==> src/rtl/mem_arbiter.sv <==
// mem_arbiter: shares one memory port between an instruction-fetch requester
// and a data (load/store) requester. At most one memory transaction is in
// flight. Data normally wins arbitration. After STARVE_LIMIT consecutive data
// grants while fetch is waiting, the next grant goes to fetch.
//
// Handshakes:
//   Requester side: req is held high with its command stable until that
//   requester's ready pulses for one cycle. rdata is valid in that cycle. A
//   request still high in the ready cycle is arbitrated again at the same edge.
//   Memory side: mem_req is high with mem_* stable until an edge where
//   mem_req && mem_gnt. mem_rvalid acknowledges that command one or more
//   cycles later. mem_gnt outside REQ and mem_rvalid outside RESP are ignored.
//
// Ports:
//   clk, rst                 clock, async active-high reset
//   if_req/if_addr           fetch request; if_ready/if_rdata its completion
//   d_req/d_we/d_addr/...    data request; d_ready/d_rdata its completion
//   mem_req/mem_we/...       registered command toward memory
//   mem_gnt/mem_rvalid/...   memory accept / response
//   busy                     high whenever the FSM is not IDLE
//   fsm_state                debug view of the FSM state (0 IDLE, 1 REQ, 2 RESP)
module mem_arbiter #(
  parameter int unsigned STARVE_LIMIT = 4
) (
  input  logic        clk,
  input  logic        rst,
  input  logic        if_req,
  input  logic [31:0] if_addr,
  output logic        if_ready,
  output logic [31:0] if_rdata,
  input  logic        d_req,
  input  logic        d_we,
  input  logic [31:0] d_addr,
  input  logic [31:0] d_wdata,
  input  logic [3:0]  d_be,
  output logic        d_ready,
  output logic [31:0] d_rdata,
  output logic        mem_req,
  output logic        mem_we,
  output logic [31:0] mem_addr,
  output logic [31:0] mem_wdata,
  output logic [3:0]  mem_be,
  input  logic        mem_gnt,
  input  logic        mem_rvalid,
  input  logic [31:0] mem_rdata,
  output logic        busy,
  output logic [1:0]  fsm_state
);

  localparam logic [3:0] LIMIT = 4'(STARVE_LIMIT);

  typedef enum logic [1:0] {
    IDLE = 2'd0,
    REQ  = 2'd1,
    RESP = 2'd2
  } state_t;

  state_t      state;
  state_t      state_nxt;
  logic        owner_data;   // 0 = fetch owns the transaction, 1 = data
  logic [3:0]  starve_cnt;
  logic        grant;
  logic        fetch_win;

  // Fetch wins when it is the only requester, or when data has already been
  // granted LIMIT times in a row while fetch was waiting.
  assign fetch_win = if_req && (!d_req || (starve_cnt == LIMIT));
  assign grant     = (state == IDLE) && (if_req || d_req);

  assign mem_req   = (state == REQ);
  assign busy      = (state != IDLE);
  assign fsm_state = state;

  always_comb begin
    state_nxt = state;
    case (state)
      IDLE:    if (if_req || d_req) state_nxt = REQ;
      REQ:     if (mem_gnt)         state_nxt = RESP;
      RESP:    if (mem_rvalid)      state_nxt = IDLE;
      default:                      state_nxt = IDLE;
    endcase
  end

  always_ff @(posedge clk or posedge rst) begin
    if (rst) begin
      state      <= IDLE;
      owner_data <= 1'b0;
      starve_cnt <= 4'd0;
      mem_we     <= 1'b0;
      mem_addr   <= 32'h0;
      mem_wdata  <= 32'h0;
      mem_be     <= 4'h0;
      if_ready   <= 1'b0;
      d_ready    <= 1'b0;
      if_rdata   <= 32'h0;
      d_rdata    <= 32'h0;
    end else begin
      state    <= state_nxt;
      if_ready <= 1'b0;
      d_ready  <= 1'b0;

      if (grant) begin
        owner_data <= !fetch_win;
        if (fetch_win) begin
          // Fetch is always a full-word read.
          mem_we     <= 1'b0;
          mem_addr   <= if_addr;
          mem_wdata  <= 32'h0;
          mem_be     <= 4'hF;
          starve_cnt <= 4'd0;
        end else begin
          mem_we    <= d_we;
          mem_addr  <= d_addr;
          mem_wdata <= d_wdata;
          mem_be    <= d_be;
          // Count only the data grants that made a waiting fetch wait longer.
          if (if_req) begin
            if (starve_cnt != 4'hF) starve_cnt <= starve_cnt + 4'd1;
          end else begin
            starve_cnt <= 4'd0;
          end
        end
      end

      if ((state == RESP) && mem_rvalid) begin
        if (owner_data) begin
          d_ready <= 1'b1;
          // Stores only acknowledge; the last load value stays visible.
          if (!mem_we) d_rdata <= mem_rdata;
        end else begin
          if_ready <= 1'b1;
          if_rdata <= mem_rdata;
        end
      end
    end
  end

endmodule
==> config.mk <==
export PLATFORM = sky130hd
export DESIGN_NAME = mem_arbiter
export DESIGN_NICKNAME = d
export VERILOG_FILES = /design/src/rtl/mem_arbiter.sv
export SDC_FILE = /design/constraint.sdc
export NUM_CORES = 1
export LEC_CHECK = 0
export CAP_MARGIN = 40
export CORE_MARGIN = 3
export CORE_UTILIZATION = 37
export CTS_CLUSTER_DIAMETER = 40
export DETAILED_ROUTE_END_ITERATION = 16
export PLACE_DENSITY = 0.76
export SYNTH_ARGS = -nofsm -noshare
export SYNTH_HDL_FRONTEND = slang
export SYNTH_SLANG_ARGS = --single-unit
export TNS_END_PERCENT = 10
==> constraint.sdc <==
create_clock -name clk -period 4.7 [get_ports clk]
set_input_delay 0.94 -clock clk [delete_from_list [all_inputs] [get_ports clk]]
set_output_delay 0.94 -clock clk [all_outputs]
set_load 0.02 [all_outputs]
==> metrics <==
clk sinks 142; CP Max Fanout 21; CTS tree yes; synthesized net count 659; PD cells 705 mW/mm²; placed insts 981; grt total ovfl 0; XOR/XNOR share of the synthesized area 0; first-pass GRT wire length 25600 µm; I/O Pins 278; setup_tns 0 ns; Clock Latency Late Sink 0.41 ns; Routed wire per std cell 16.0 µm; DIE WIDTH 133 µm; Inserted Clock Buffers 17; final std cells w/o fill 1013; main combinational cell family by area after synthesis multiplexers; headroom to the max-slew limit 0.445; post-synthesis cell area 0.00595 mm²; minimum clock period 2.73 ns; status finished, final reports clean; LEAKAGE 4.18 nW; final hold violation count 0; initial antenna violation count 0; Synth Area in Simple Gates 0.139; most frequent cells in the layout clkdlybuf4s50_1 (277), dfrtp_1 (142), nand2_1 (109), a21oi_1 (68), nand3_1 (35); CTS Hold Bufs 0; Max clock buf depth 2; GPL Wtd Cong 0.752; synth unique cells 32; unrepaired setup endpoints after global routing false; DR pass1 iterations 4; Clock Skews 0.0110 ns; post-synthesis adder-cell area fraction 0.00421; Hold/Removal Path Class register to register; die area 0.0176 mm²; fmax 367 MHz; Area Growth Syn to Fin 58.4%; Initial Utilization 0.384; commonest non-fill, non-tap cell in the layout clkdlybuf4s50_1; Port Buf Inserts 277; WL met2 7620 µm; H-tree depth 4; max-cap check violation count 0; overall global routing resource usage 0.183; fin nets 930; critical path type primary input to register; Worst setup EP type register; Clk pin slew, worst setup/hold paths 0.06 ns; Crit path largest cell delay 0.68 ns; Req. time, crit path 4.99 ns; worst-path cell chain clkdlybuf4s50_1, and3_4, nor2b_4, buf_4, mux2_4; vias in the first global route 4753; antenna cell count 0; number of remaining DRC errors 0; crit path buf inv count 2; detailed-route vias per instance 4.71; highest routed layer met4; post-CTS setup buffer count 0; Max Slew Vio Count 0; via count 4773; total core area 0.0155 mm²; Root Driver clkbuf_16; Crit path arrival time 3.02 ns; Worst Slack Setup Final 1.97 ns; Final Cycle Share 0.580; post-place setup slack 1.54 ns; Post-Syn Instances 518; overall die height 133 µm; Post-Route WL 16200 µm; sequential area share after synthesis 0.597; post-synthesis mux area share 0.142; crit start category primary input; maximum VDD drop 0.000334 V; synthesized flop and latch total 142; largest net degree at the start of global routing 143; compound-gate portion of the synthesized area 0.0719; Top delay family on crit path buffers and inverters; Antenna Violating Nets Remaining 0; Slew @ Worst Pin 0.830 ns; Final setup viols 0; yosys warns 0; metal3 WL 1370 µm; row count 45; placed cell areas 0.00885 mm²; HPWL Detailed 11300 µm; initial drt markers 242; post-cts sizing count 0; final instance area 0.00943 mm²; reg2reg setup slack 2.43 ns; wl on met1 6930 µm; ratio of cells with drive above 1 in the final layout 0.140; mean post-synth cell area 11.5 µm²; Crit-path slowest cell nor2b_4
[sequential cells by signal, summed over array words and instances, names as in the netlist]
name        flops
if_ready        1
mem_wdata      32
owner_data      1
fsm_state       2
starve_cnt      4
mem_we          1
mem_be          4
mem_addr       32
if_rdata       32
d_rdata        32
d_ready         1
[cell usage after synthesis (all sizes together)]
cell type | instances | area share
a21bo | 1 | 0.0017
a21boi | 1 | 0.0032
a21oi | 68 | 0.057
a22o | 1 | 0.0015
a31oi | 1 | 0.0011
and2 | 1 | 0.0011
and3 | 3 | 0.0040
buf | 31 | 0.041
clkbuf | 2 | 0.0013
dfrtp | 142 | 0.60
ha | 2 | 0.0042
inv | 6 | 0.0038
mux2 | 64 | 0.14
mux2i | 1 | 0.0017
nand2 | 109 | 0.069
nand3 | 35 | 0.029
nand3b | 1 | 0.0034
nand4b | 1 | 0.0015
nor2 | 35 | 0.022
nor2b | 2 | 0.0046
o211ai | 1 | 0.0013
o21ai | 6 | 0.0050
o22ai | 1 | 0.0011
or2 | 2 | 0.0021
or2b | 1 | 0.0013
[area by class of cell]
cell class | instances | area [µm²]
tap | 211 | 264
fill | 1313 | 6060
inverter | 6 | 26.3
sequential | 142 | 3550
timing repair buffer | 285 | 2870
clock inverter | 12 | 134
clock buffer | 20 | 447
multi-input combinational | 337 | 2130
[worst paths after layout]
check,cells past startpoint,start,endpoint
max,5,mem_rvalid,d_rdata[21]
min,2,mem_wdata[13],mem_wdata[13]
max reg2reg,5,fsm_state[1],d_rdata[21]
min reg2reg,2,mem_wdata[13],mem_wdata[13]
max in group asynchronous,3,rst,mem_wdata[3]
min in group asynchronous,3,rst,if_rdata[2]
[where the power goes]
| group | leakage [nW] | total [W] | internal (W) | switching (W) |
|---|---|---|---|---|
| sequential | 1.73 | 0.00212 | 0.00180 | 0.000321 |
| combinational | 2.16 | 0.00320 | 0.00159 | 0.00161 |
| clock | 0.282 | 0.00132 | 0.000800 | 0.000523 |
| total | 4.18 | 0.00665 | 0.00419 | 0.00245 |
[kinds of logic (layout without fill, tap and decap cells)]
group,count (synthesis),count (layout)
simple gates,190,190
flops,142,142
fa+ha+maj,2,2
buf+inv,39,323
compound gates,80,80
mux,65,65
[through the flow]
step | total power (W) | utilization | hold slack (ns)
after CTS | 0.00673 | 0.609 | 0.468
after global placement | 0.00530 | 0.569 | 0.448
after floorplan | 0.00386 | - | 0.498
after global routing | 0.00703 | 0.609 | 0.481
after detailed placement | 0.00537 | 0.571 | 0.455
final | 0.00665 | 0.609 | 0.461
[per-layer routing]
metal  up-vias  track usage
li1       2280            -
met1      2250        0.240
met2       216        0.280
met3        27       0.0635
met4         0       0.0658
met5         -            0
[worst register-to-register path: cells and delay by family (launching register included)]
family | cells | cell delay, ns
simple gates | 3 | 1.04
mux | 1 | 0.33
flops | 1 | 0.39
buf+inv | 1 | 0.39
(Power assumes the default switching activity.)
